==> src/rtl/gemm_pkg.sv <==
// Shared types and sizing helpers for the GEMM operand loader.
// GEMM_LOADER_BIAS_EN adds the bias section to the frame.
package gemm_pkg;

   typedef enum logic [1:0] {
      ST_LOAD_A,
      ST_LOAD_B,
      ST_LOAD_BIAS,
      ST_RUN
   } state_e;

   typedef logic signed [7:0] elem_a_t;
   typedef logic signed [7:0] elem_b_t;
   typedef logic signed [7:0] elem_bias_t;

   function automatic int a_len(input int m, input int k);
      return m * k;
   endfunction

   function automatic int b_len(input int k, input int n);
      return k * n;
   endfunction

   function automatic int bias_len(input int n);
      return n;
   endfunction

   function automatic int frame_len(input int m, input int n, input int k);
`ifdef GEMM_LOADER_BIAS_EN
      return a_len(m, k) + b_len(k, n) + bias_len(n);
`else
      return a_len(m, k) + b_len(k, n);
`endif
   endfunction

   function automatic int max_section_len(input int m, input int n, input int k);
      int mx;
      mx = a_len(m, k);
      if (b_len(k, n) > mx) mx = b_len(k, n);
      if (bias_len(n) > mx) mx = bias_len(n);
      return mx;
   endfunction

   function automatic int clog2_min1(input int v);
      return (v > 1) ? $clog2(v) : 1;
   endfunction

endpackage

==> src/rtl/gemm_run_seq.sv <==
// Bit-serial run sequencer: one pulse on start gives M*DATA_WIDTH_A cycles
// of gen_done, a row strobe at the end of each row, then a done strobe.
module gemm_run_seq
   import gemm_pkg::*;
#(
   parameter int M            = 2,
   parameter int DATA_WIDTH_A = 8,
   parameter int RIW          = clog2_min1(M)
) (
   input  logic           clk,
   input  logic           rst,
   input  logic           start,
   output logic           gen_done,
   output logic           row_valid,
   output logic [RIW-1:0] row_idx,
   output logic           done,
   output logic           last_cycle
);

   localparam int TW = clog2_min1(DATA_WIDTH_A);
   localparam logic [TW-1:0]  T_LAST = TW'(DATA_WIDTH_A - 1);
   localparam logic [RIW-1:0] M_LAST = RIW'(M - 1);

   logic [TW-1:0]  t_q, t_d;
   logic [RIW-1:0] m_q, m_d;
   logic           gen_q, gen_d;
   logic           done_q, done_d;

   always_comb begin
      t_d    = t_q;
      m_d    = m_q;
      gen_d  = gen_q;
      done_d = 1'b0;
      if (start) begin
         gen_d = 1'b1;
         t_d   = '0;
         m_d   = '0;
      end else if (gen_q) begin
         if (t_q == T_LAST) begin
            t_d = '0;
            if (m_q == M_LAST) begin
               m_d    = '0;
               gen_d  = 1'b0;
               done_d = 1'b1;
            end else begin
               m_d = m_q + 1'b1;
            end
         end else begin
            t_d = t_q + 1'b1;
         end
      end
   end

   always_ff @(posedge clk or negedge rst) begin
      if (!rst) begin
         t_q    <= '0;
         m_q    <= '0;
         gen_q  <= 1'b0;
         done_q <= 1'b0;
      end else begin
         t_q    <= t_d;
         m_q    <= m_d;
         gen_q  <= gen_d;
         done_q <= done_d;
      end
   end

   assign gen_done   = gen_q;
   assign row_valid  = gen_q && (t_q == T_LAST);
   assign row_idx    = m_q;
   assign done       = done_q;
   assign last_cycle = row_valid && (m_q == M_LAST);

endmodule

==> src/rtl/gemm_operand_loader.sv <==
// Loads one A/B(/bias) operand frame from a byte stream, then runs the GEMM.
// Define GEMM_LOADER_BIAS_EN to include the bias section and bias_en.
module gemm_operand_loader
   import gemm_pkg::*;
#(
   parameter int DATA_WIDTH_A    = 8,
   parameter int DATA_WIDTH_B    = 8,
   parameter int DATA_WIDTH_bias = 8,
   parameter int WORD_WIDTH      = 8,
   parameter int M               = 2,
   parameter int N               = 4,
   parameter int K               = 4,
   localparam int RIW            = clog2_min1(M)
) (
   input  logic                                      clk,
   input  logic                                      rst,
   input  logic                                      s_valid,
   output logic                                      s_ready,
   input  logic [WORD_WIDTH-1:0]                     s_data,
   input  logic                                      s_last,
   output logic [M-1:0][K-1:0][DATA_WIDTH_A-1:0]     A,
   output logic [K-1:0][N-1:0][DATA_WIDTH_B-1:0]     B,
   output logic [N-1:0][DATA_WIDTH_bias-1:0]         bias,
   output logic                                      bias_en,
   output logic                                      gen_done,
   output logic                                      row_valid,
   output logic [RIW-1:0]                            row_idx,
   output logic                                      done,
   output logic                                      error
);

   localparam int A_LEN = a_len(M, K);
   localparam int B_LEN = b_len(K, N);
   localparam int CW    = clog2_min1(max_section_len(M, N, K));

   if (WORD_WIDTH < DATA_WIDTH_A || WORD_WIDTH < DATA_WIDTH_B ||
       WORD_WIDTH < DATA_WIDTH_bias) begin : g_width_check
      $error("WORD_WIDTH must be at least every element width");
   end

   state_e        state_q, state_d;
   logic [CW-1:0] cnt_q, cnt_d, sec_last;
   logic          err_q, err_d;
   logic          accept, sec_final, last_sec, frame_final, start, run_last;
   logic [M-1:0][K-1:0][DATA_WIDTH_A-1:0] a_q, a_d;
   logic [K-1:0][N-1:0][DATA_WIDTH_B-1:0] b_q, b_d;

   assign s_ready = rst && (state_q != ST_RUN);
   assign accept  = s_valid && s_ready;

   // Which word closes the current section, and whether it also closes the frame.
   always_comb begin
      sec_last = CW'(A_LEN - 1);
      last_sec = 1'b0;
      case (state_q)
         ST_LOAD_B: begin
            sec_last = CW'(B_LEN - 1);
`ifndef GEMM_LOADER_BIAS_EN
            last_sec = 1'b1;
`endif
         end
`ifdef GEMM_LOADER_BIAS_EN
         ST_LOAD_BIAS: begin
            sec_last = CW'(bias_len(N) - 1);
            last_sec = 1'b1;
         end
`endif
         default: ;
      endcase
   end

   assign sec_final   = (cnt_q == sec_last);
   assign frame_final = sec_final && last_sec;

   // A framing error abandons the frame; error set takes priority over the first-word clear.
   always_comb begin
      state_d = state_q;
      cnt_d   = cnt_q;
      err_d   = err_q;
      start   = 1'b0;
      if (state_q == ST_RUN) begin
         if (run_last) state_d = ST_LOAD_A;
      end else if (accept) begin
         if (state_q == ST_LOAD_A && cnt_q == '0) err_d = 1'b0;
         if (s_last != frame_final) begin
            err_d   = 1'b1;
            state_d = ST_LOAD_A;
            cnt_d   = '0;
         end else if (frame_final) begin
            state_d = ST_RUN;
            cnt_d   = '0;
            start   = 1'b1;
         end else if (sec_final) begin
            state_d = (state_q == ST_LOAD_A) ? ST_LOAD_B : ST_LOAD_BIAS;
            cnt_d   = '0;
         end else begin
            cnt_d = cnt_q + 1'b1;
         end
      end
   end

   always_comb begin
      a_d = a_q;
      b_d = b_q;
      for (int r = 0; r < M; r++)
         for (int c = 0; c < K; c++)
            if (accept && state_q == ST_LOAD_A && cnt_q == CW'(r * K + c))
               a_d[r][c] = s_data[DATA_WIDTH_A-1:0];
      for (int r = 0; r < K; r++)
         for (int c = 0; c < N; c++)
            if (accept && state_q == ST_LOAD_B && cnt_q == CW'(r * N + c))
               b_d[r][c] = s_data[DATA_WIDTH_B-1:0];
   end

   always_ff @(posedge clk or negedge rst) begin
      if (!rst) begin
         state_q <= ST_LOAD_A;
         cnt_q   <= '0;
         err_q   <= 1'b0;
         a_q     <= '0;
         b_q     <= '0;
      end else begin
         state_q <= state_d;
         cnt_q   <= cnt_d;
         err_q   <= err_d;
         a_q     <= a_d;
         b_q     <= b_d;
      end
   end

`ifdef GEMM_LOADER_BIAS_EN
   logic [N-1:0][DATA_WIDTH_bias-1:0] bias_q, bias_d;

   always_comb begin
      bias_d = bias_q;
      for (int i = 0; i < N; i++)
         if (accept && state_q == ST_LOAD_BIAS && cnt_q == CW'(i))
            bias_d[i] = s_data[DATA_WIDTH_bias-1:0];
   end

   always_ff @(posedge clk or negedge rst) begin
      if (!rst) bias_q <= '0;
      else      bias_q <= bias_d;
   end

   assign bias    = bias_q;
   assign bias_en = (state_q == ST_RUN);
`else
   assign bias    = '0;
   assign bias_en = 1'b0;
`endif

   gemm_run_seq #(
      .M            (M),
      .DATA_WIDTH_A (DATA_WIDTH_A),
      .RIW          (RIW)
   ) u_run_seq (
      .clk        (clk),
      .rst        (rst),
      .start      (start),
      .gen_done   (gen_done),
      .row_valid  (row_valid),
      .row_idx    (row_idx),
      .done       (done),
      .last_cycle (run_last)
   );

   assign A     = a_q;
   assign B     = b_q;
   assign error = err_q;

endmodule

==> config.mk <==
export PLATFORM = sky130hd
export DESIGN_NAME = gemm_operand_loader
export DESIGN_NICKNAME = d
export VERILOG_FILES = /design/src/rtl/gemm_pkg.sv /design/src/rtl/gemm_run_seq.sv /design/src/rtl/gemm_operand_loader.sv
export SDC_FILE = /design/constraint.sdc
export NUM_CORES = 1
export LEC_CHECK = 0
export CAP_MARGIN = 20
export CELL_PAD_IN_SITES_DETAIL_PLACEMENT = 0
export CELL_PAD_IN_SITES_GLOBAL_PLACEMENT = 1
export CORE_ASPECT_RATIO = 1.25
export CORE_MARGIN = 2
export CORE_UTILIZATION = 35
export DETAILED_ROUTE_END_ITERATION = 16
export PLACE_DENSITY_LB_ADDON = 0.05
export SLEW_MARGIN = 20
export SYNTH_ARGS = -nofsm -noshare
export SYNTH_HDL_FRONTEND = slang
export SYNTH_HIERARCHICAL = 1
export SYNTH_SLANG_ARGS = --single-unit
==> constraint.sdc <==
create_clock -name clk -period 1.85 [get_ports clk]
set_clock_uncertainty 0.05 [all_clocks]
set_input_delay 0.2775 -clock clk [delete_from_list [all_inputs] [get_ports clk]]
set_output_delay 0.2775 -clock clk [all_outputs]
set_load 0.01 [all_outputs]
[Word level (Yosys, flattened, before mapping)]
Cells that the tools add are included.
W data, S select, Z words.
Operators by class
  add/subtract/negate cells: 3
  equality and inequality tests: 22
  multiplexer cells: 33
  bitwise gates (word level): 1
  reductions and logical operators: 43
Operator list (number)
  $eq A4 B4 Y1 const B: 8
  $logic_and A1 B1 Y1: 32
  $mux W1: 19
  $eq A4 B3 Y1 const B: 4
  $mux W4: 4
  $mux W2: 7
  $mux W3: 3
  $eq A4 B2 Y1 const B: 2
  $reduce_bool A2 Y1: 4
  $reduce_and A3 Y1: 2
  $add A4 B1 Y4 const B: 1
  $eq A4 B1 Y1 const B: 1
  $eq A4 B4 Y1: 1
  $logic_not A4 Y1: 1
  $ne A2 B2 Y1 const B: 2
  $reduce_and A2 Y1: 2
  $reduce_bool A4 Y1: 1
  $add A3 B1 Y3 const B: 1
  $eq A3 B3 Y1 const B: 1
  $eq A2 B1 Y1 const B: 1
  $eq A2 B2 Y1 const B: 1
  $logic_not A2 Y1: 1
  $add A1 B1 Y1 const B: 1
  $ne A1 B1 Y1: 1
  $not A1 Y1: 1
Storage, ports and cells
  register bits after elaboration: 205
  input port bits: 12
  output and inout port bits: 231
  logic and storage cells: 133

[Longest topological paths before layout]
  depth after elaboration: 10
  mapped depth: 8
  mapped depth without buffers: 7

[By module]
Netlist, hierarchy kept.
Modules (own cells, without submodules)
  gemm_operand_loader: times used 1, cells an instance 532, area each 8021.4 um^2, sequential area each 4979.8 um^2
  gemm_run_seq: times used 1, cells an instance 25, area each 302.8 um^2, sequential area each 150.1 um^2

[Least setup slack after synthesis]
Ideal clock, no wire load.
  kind: register to register
  from: register cnt_q[0]
  to: register state_q[0]
  setup time: 0.122 ns
  arrival: 1.749 ns
  required time: 1.678 ns
  setup slack: -0.071 ns
  cell stages (with the launch flop): 9
  path buffers: 1
  clock period less this slack: 1.921 ns
  cells stage by stage: dfrtp_1 > ha_1 > clkbuf_1 > nand3_1 > nor3_1 > ha_1 > a221o_1 > a21oi_1 > a21oi_1
Between the ends
  word-level cells in the longest chain between the ends: 6
  elaborated cells between the ends (all ways): 9
  those cells by class: eq/ne (2); mux (4); reduce/logical (3)
Ends and longest elaborated chain
  start: declaration: line gemm_operand_loader.sv:42  | logic [CW-1:0] cnt_q, cnt_d, sec_last;
  start signal: assignment: line gemm_operand_loader.sv:124  | cnt_q <= cnt_d;
  $eq A4 B4 Y1 *: line gemm_operand_loader.sv:72  | assign sec_final = (cnt_q == sec_last);
  $logic_and A1 B1 Y1: line gemm_operand_loader.sv:73  | assign frame_final = sec_final && last_sec;
  $mux W2 or $ne A1 B1 Y1 (tied branches): line gemm_operand_loader.sv:89, gemm_operand_loader.sv:85
  $mux W2: line gemm_operand_loader.sv:85  | if (s_last != frame_final) begin
  $mux W2: line gemm_operand_loader.sv:83  | end else if (accept) begin
  $mux W2: line gemm_operand_loader.sv:81  | if (state_q == ST_RUN) begin
  end signal: assignment: line gemm_operand_loader.sv:123  | state_q <= state_d;
  end: declaration: line gemm_operand_loader.sv:41  | state_e state_q, state_d;
Mark *: on every way between the ends. The rest lies on a longest branch, timed or not. The select of a mux whose other input is x is not followed.
A chain may end at the register's enable or synchronous reset.

[Worst setup path in the final report]
  from: register u_run_seq.t_q[0]
  to: output port row_valid
Between the ends
  word-level cells in the longest chain between the ends: 2
Ends and longest elaborated chain
  start: declaration: line gemm_run_seq.sv:24  | logic [TW-1:0] t_q, t_d;
  start signal: assignment: line gemm_run_seq.sv:61  | t_q <= t_d;
  $eq A3 B3 Y1: line gemm_run_seq.sv:69  | assign row_valid = gen_q && (t_q == T_LAST);
  $logic_and A1 B1 Y1: line gemm_run_seq.sv:69
  end: declaration: line gemm_operand_loader.sv:26  | output logic row_valid,
Every way passes these cells.

==> results.yml <==
run_status:
  outcome: "complete, no violations"
timing:
  finalSetupViolations: 0
  maxClockFrequency_mhz: 544.6
  rsz0062_at_grt: "yes"
  hold_viol: 0
  setup_slack_ns: 0.01392
  worstMarginPinSlew_ns: 0.8237
  layout_min_cycle_time_ns: 1.836
  period_share: 0.9925
  slew_headroom: 0.4509
  slew_viol_final: 0
global_routing:
  grt_max_degree: 158
  grt_pass1_wl_mm: 34.25
  grt_usage: 0.1782
  grt_pass1_vias: 5736
  grt.overflow.total: 0
  antenna_found_initial: 0
setup_path:
  r2r-start: "state_q[0]$_DFFE_PN0P_"
  crit_path_start: "u_run_seq/t_q[0]$_DFFE_PN0P_"
  cp_common_cell: "ha_4"
  cp.arrival_ns: 1.51
  cp.required_ns: 1.52
  worst-path-max-fanout: 3
  crit_path_end_kind: "output pin"
  max_stage_delay_ns: 0.42
  slowest_stage: "dfrtp_1"
  crit_type: "register to output pin"
  timing.critical_path.cells: "ha_4 -> ha_4 -> and2_4 -> buf_6"
  start_kind: "register"
synthesis:
  synthTopCellsByArea: "dfrtp_1 62%, mux2_2 26%, buf_4 3.0%, ha_1 1.2%, nand2_1 0.99%"
  synth_seq_area_share: 0.6163
  ys_async_sr_fraction: 1.000
  synthFlopType: "dfrtp_1"
  synth.distinct_cells: 43
  yosysMostFrequentCell: "dfrtp_1"
  synth-seq-cells: 205
  post_synth.cell_area_avg_sq_um: 14.94
  synth_edf_count: 0
  synth_top_area_share: 0.6163
  syn_area_sq_um: 8324
  synth_commonest_cells: "205 x dfrtp_1, 189 x mux2_2, 33 x buf_4"
  synth_cells: 557
  synth_area_leader_cell: "dfrtp_1"
  yosysWarningCount: 6
clock_tree:
  htree_levels: 1
  clock_latency_ns: 0.50
  clkSinkCount: 205
  cts_max_path_buffers: 3
  cts_buffers: 22
  clockRootBuffer: "clkbuf_16"
  clk_pin_slew_ns: 0.06
  cts_tree: "yes"
pwr:
  power.total_w: 0.01808
  power.leakage_nw: 5.592
  p_per_area_nw_per_um2: 1518
  vdd_drop_max_mv: 0.9124
drt:
  drtIter0Drc: 114
  routed_via_density: 4.764
  drcViolationCount: 0
  detail-route-antenna-nets: 0
  dr.pass1.iters: 4
  wl_mm: 22.49
  avgRoutedWirePerCell_microns: 20.10
  via_count: 5331
flow_run:
  max_cap_violations: 0
place:
  dp_slack_ns: -0.2736
  hpwl_mm: 15.01
  io_buffers: 209
  gp_congestion: 0.7796
floorplan:
  start_util: 0.3532
  ioPinCount: 243
  fp.dieH_microns: 176.4
  die_area_sq_um: 25040
  die-width_microns: 141.9
  rows: 63
  coreArea_sq_um: 23570
final_layout:
  finalNetCount: 833
  fillers: 2057
  antenna_cells: 0
  area_delta_synth_final_pct: 43.05
  drive_above_1_share: 0.3676
worst_hold_path:
  min_path_type: "input pin to async pin"
## metrics by stage
stage | TNS (ns) | area [sq um] | util | cells | hold slack (ns)
after floorplan | 0 | 8452 | - | 589 | -0.06809
after detailed placement | -41.29 | 11040 | 0.4683 | 1076 | 0.05992
after global routing | -0.8744 | 11910 | 0.5052 | 1119 | 0.1634
final | 0 | 11910 | 0.5052 | 1119 | 0.1714
after CTS | -0.01054 | 11830 | 0.5020 | 1118 | 0.1565
after global placement | -37.12 | 11040 | 0.4683 | 1076 | 0.05854
## critical path, delay by kind of cell, from the launching register on
kind	cells	cell delay, ns
buffers and inverters	1	0.11
DFF	1	0.42
adders and majority gates	2	0.34
and+or+nand+nor	1	0.13
## registers in the layout, indices dropped and copies added (netlist names), 2 cells and up
register,cells
cnt_q,4
B,128
u_run_seq/t_q,3
A,64
state_q,2
## report_power, final
part	switching, W	internal [W]
Combinational	0.00258	0.00409
Clock	0.00175	0.00263
Sequential	0.000978	0.00605
## final timing paths
path                       cells after the start  slack, ns                      endpoint
setup reg to reg                               4       0.04              A[8]$_DFFE_PN0P_
min in group clk                               6       0.44        state_q[1]$_DFFE_PN0P_
hold / removal                                 2       0.17          cnt_q[3]$_DFFE_PN0P_
setup / recovery                               4       0.01                     row_valid
hold reg to reg                                1       0.45             A[25]$_DFFE_PN0P_
max in group asynchronous                      3       0.59  u_run_seq/gen_done$_DFF_PN0_
## placed cells by master (no fill, tap or decap), types with 3 or more instances in the layout
cell type / n
nand3_4: 3
nor2b_1: 3
inv_1: 5
and3_1: 3
clkinv_2: 3
ha_4: 3
clkbuf_16: 23
conb_1: 33
buf_6: 3
buf_12: 12
o21ai_0: 3
clkbuf_8: 3
nand2_1: 17
dfrtp_1: 201
nand2_2: 7
a21oi_1: 7
dfrtp_2: 4
mux2_1: 3
nor2_1: 4
clkdlybuf4s50_1: 206
ha_2: 3
clkbuf_1: 7
and2_1: 3
mux2_2: 189
buf_4: 34
and2_4: 4
## per-layer routing
layer / vias to the layer above / routed length [microns] / track usage / part of all wire
li1: 2393 / - / - / -
met1: 2755 / 9181 / 0.2181 / 0.41
met2: 160 / 11580 / 0.3169 / 0.51
met3: 23 / 1405 / 0.04475 / 0.062
met4: 0 / 328 / 0.04000 / 0.015
met5: - / 0 / 0 / 0
## cell families (layout without fill, tap and decap cells)
| family | count (synthesis) | in the layout | synth area share |
|---|---|---|---|
| adder cells (fa/ha/maj) | 8 | 8 | 0.01203 |
| other | 1 | 33 | 0.0004505 |
| XOR/XNOR | 2 | 2 | 0.002105 |
| buffers and inverters | 64 | 302 | 0.04554 |
| flip-flops | 205 | 205 | 0.6163 |
| AO/OA/AOI/OAI | 21 | 21 | 0.01759 |
| multiplexers | 194 | 194 | 0.2621 |
| AND/OR/NAND/NOR | 62 | 62 | 0.04389 |
## timing repair
action,CTS,global route
gates resized for setup,21,17
setup endpoints to repair,42,130
pin swaps,2,1
buffers inserted,2,1
hold buffers,2,0
endpoints found under the hold margin,48,0
## cell type report
class / count / area (sq um) / share of cell area
clock buffers: 32 / 629.4 / 0.05285
clock inverters: 6 / 82.58 / 0.006935
inverters: 5 / 18.77 / 0.001576
multi-input cells: 320 / 3042 / 0.2554
flip-flops and latches: 205 / 5135 / 0.4312
well taps: 292 / 365.4 / 0.03068
repair buffers: 259 / 2635 / 0.2213
No activity file was read; power rests on OpenSTA's default activity.
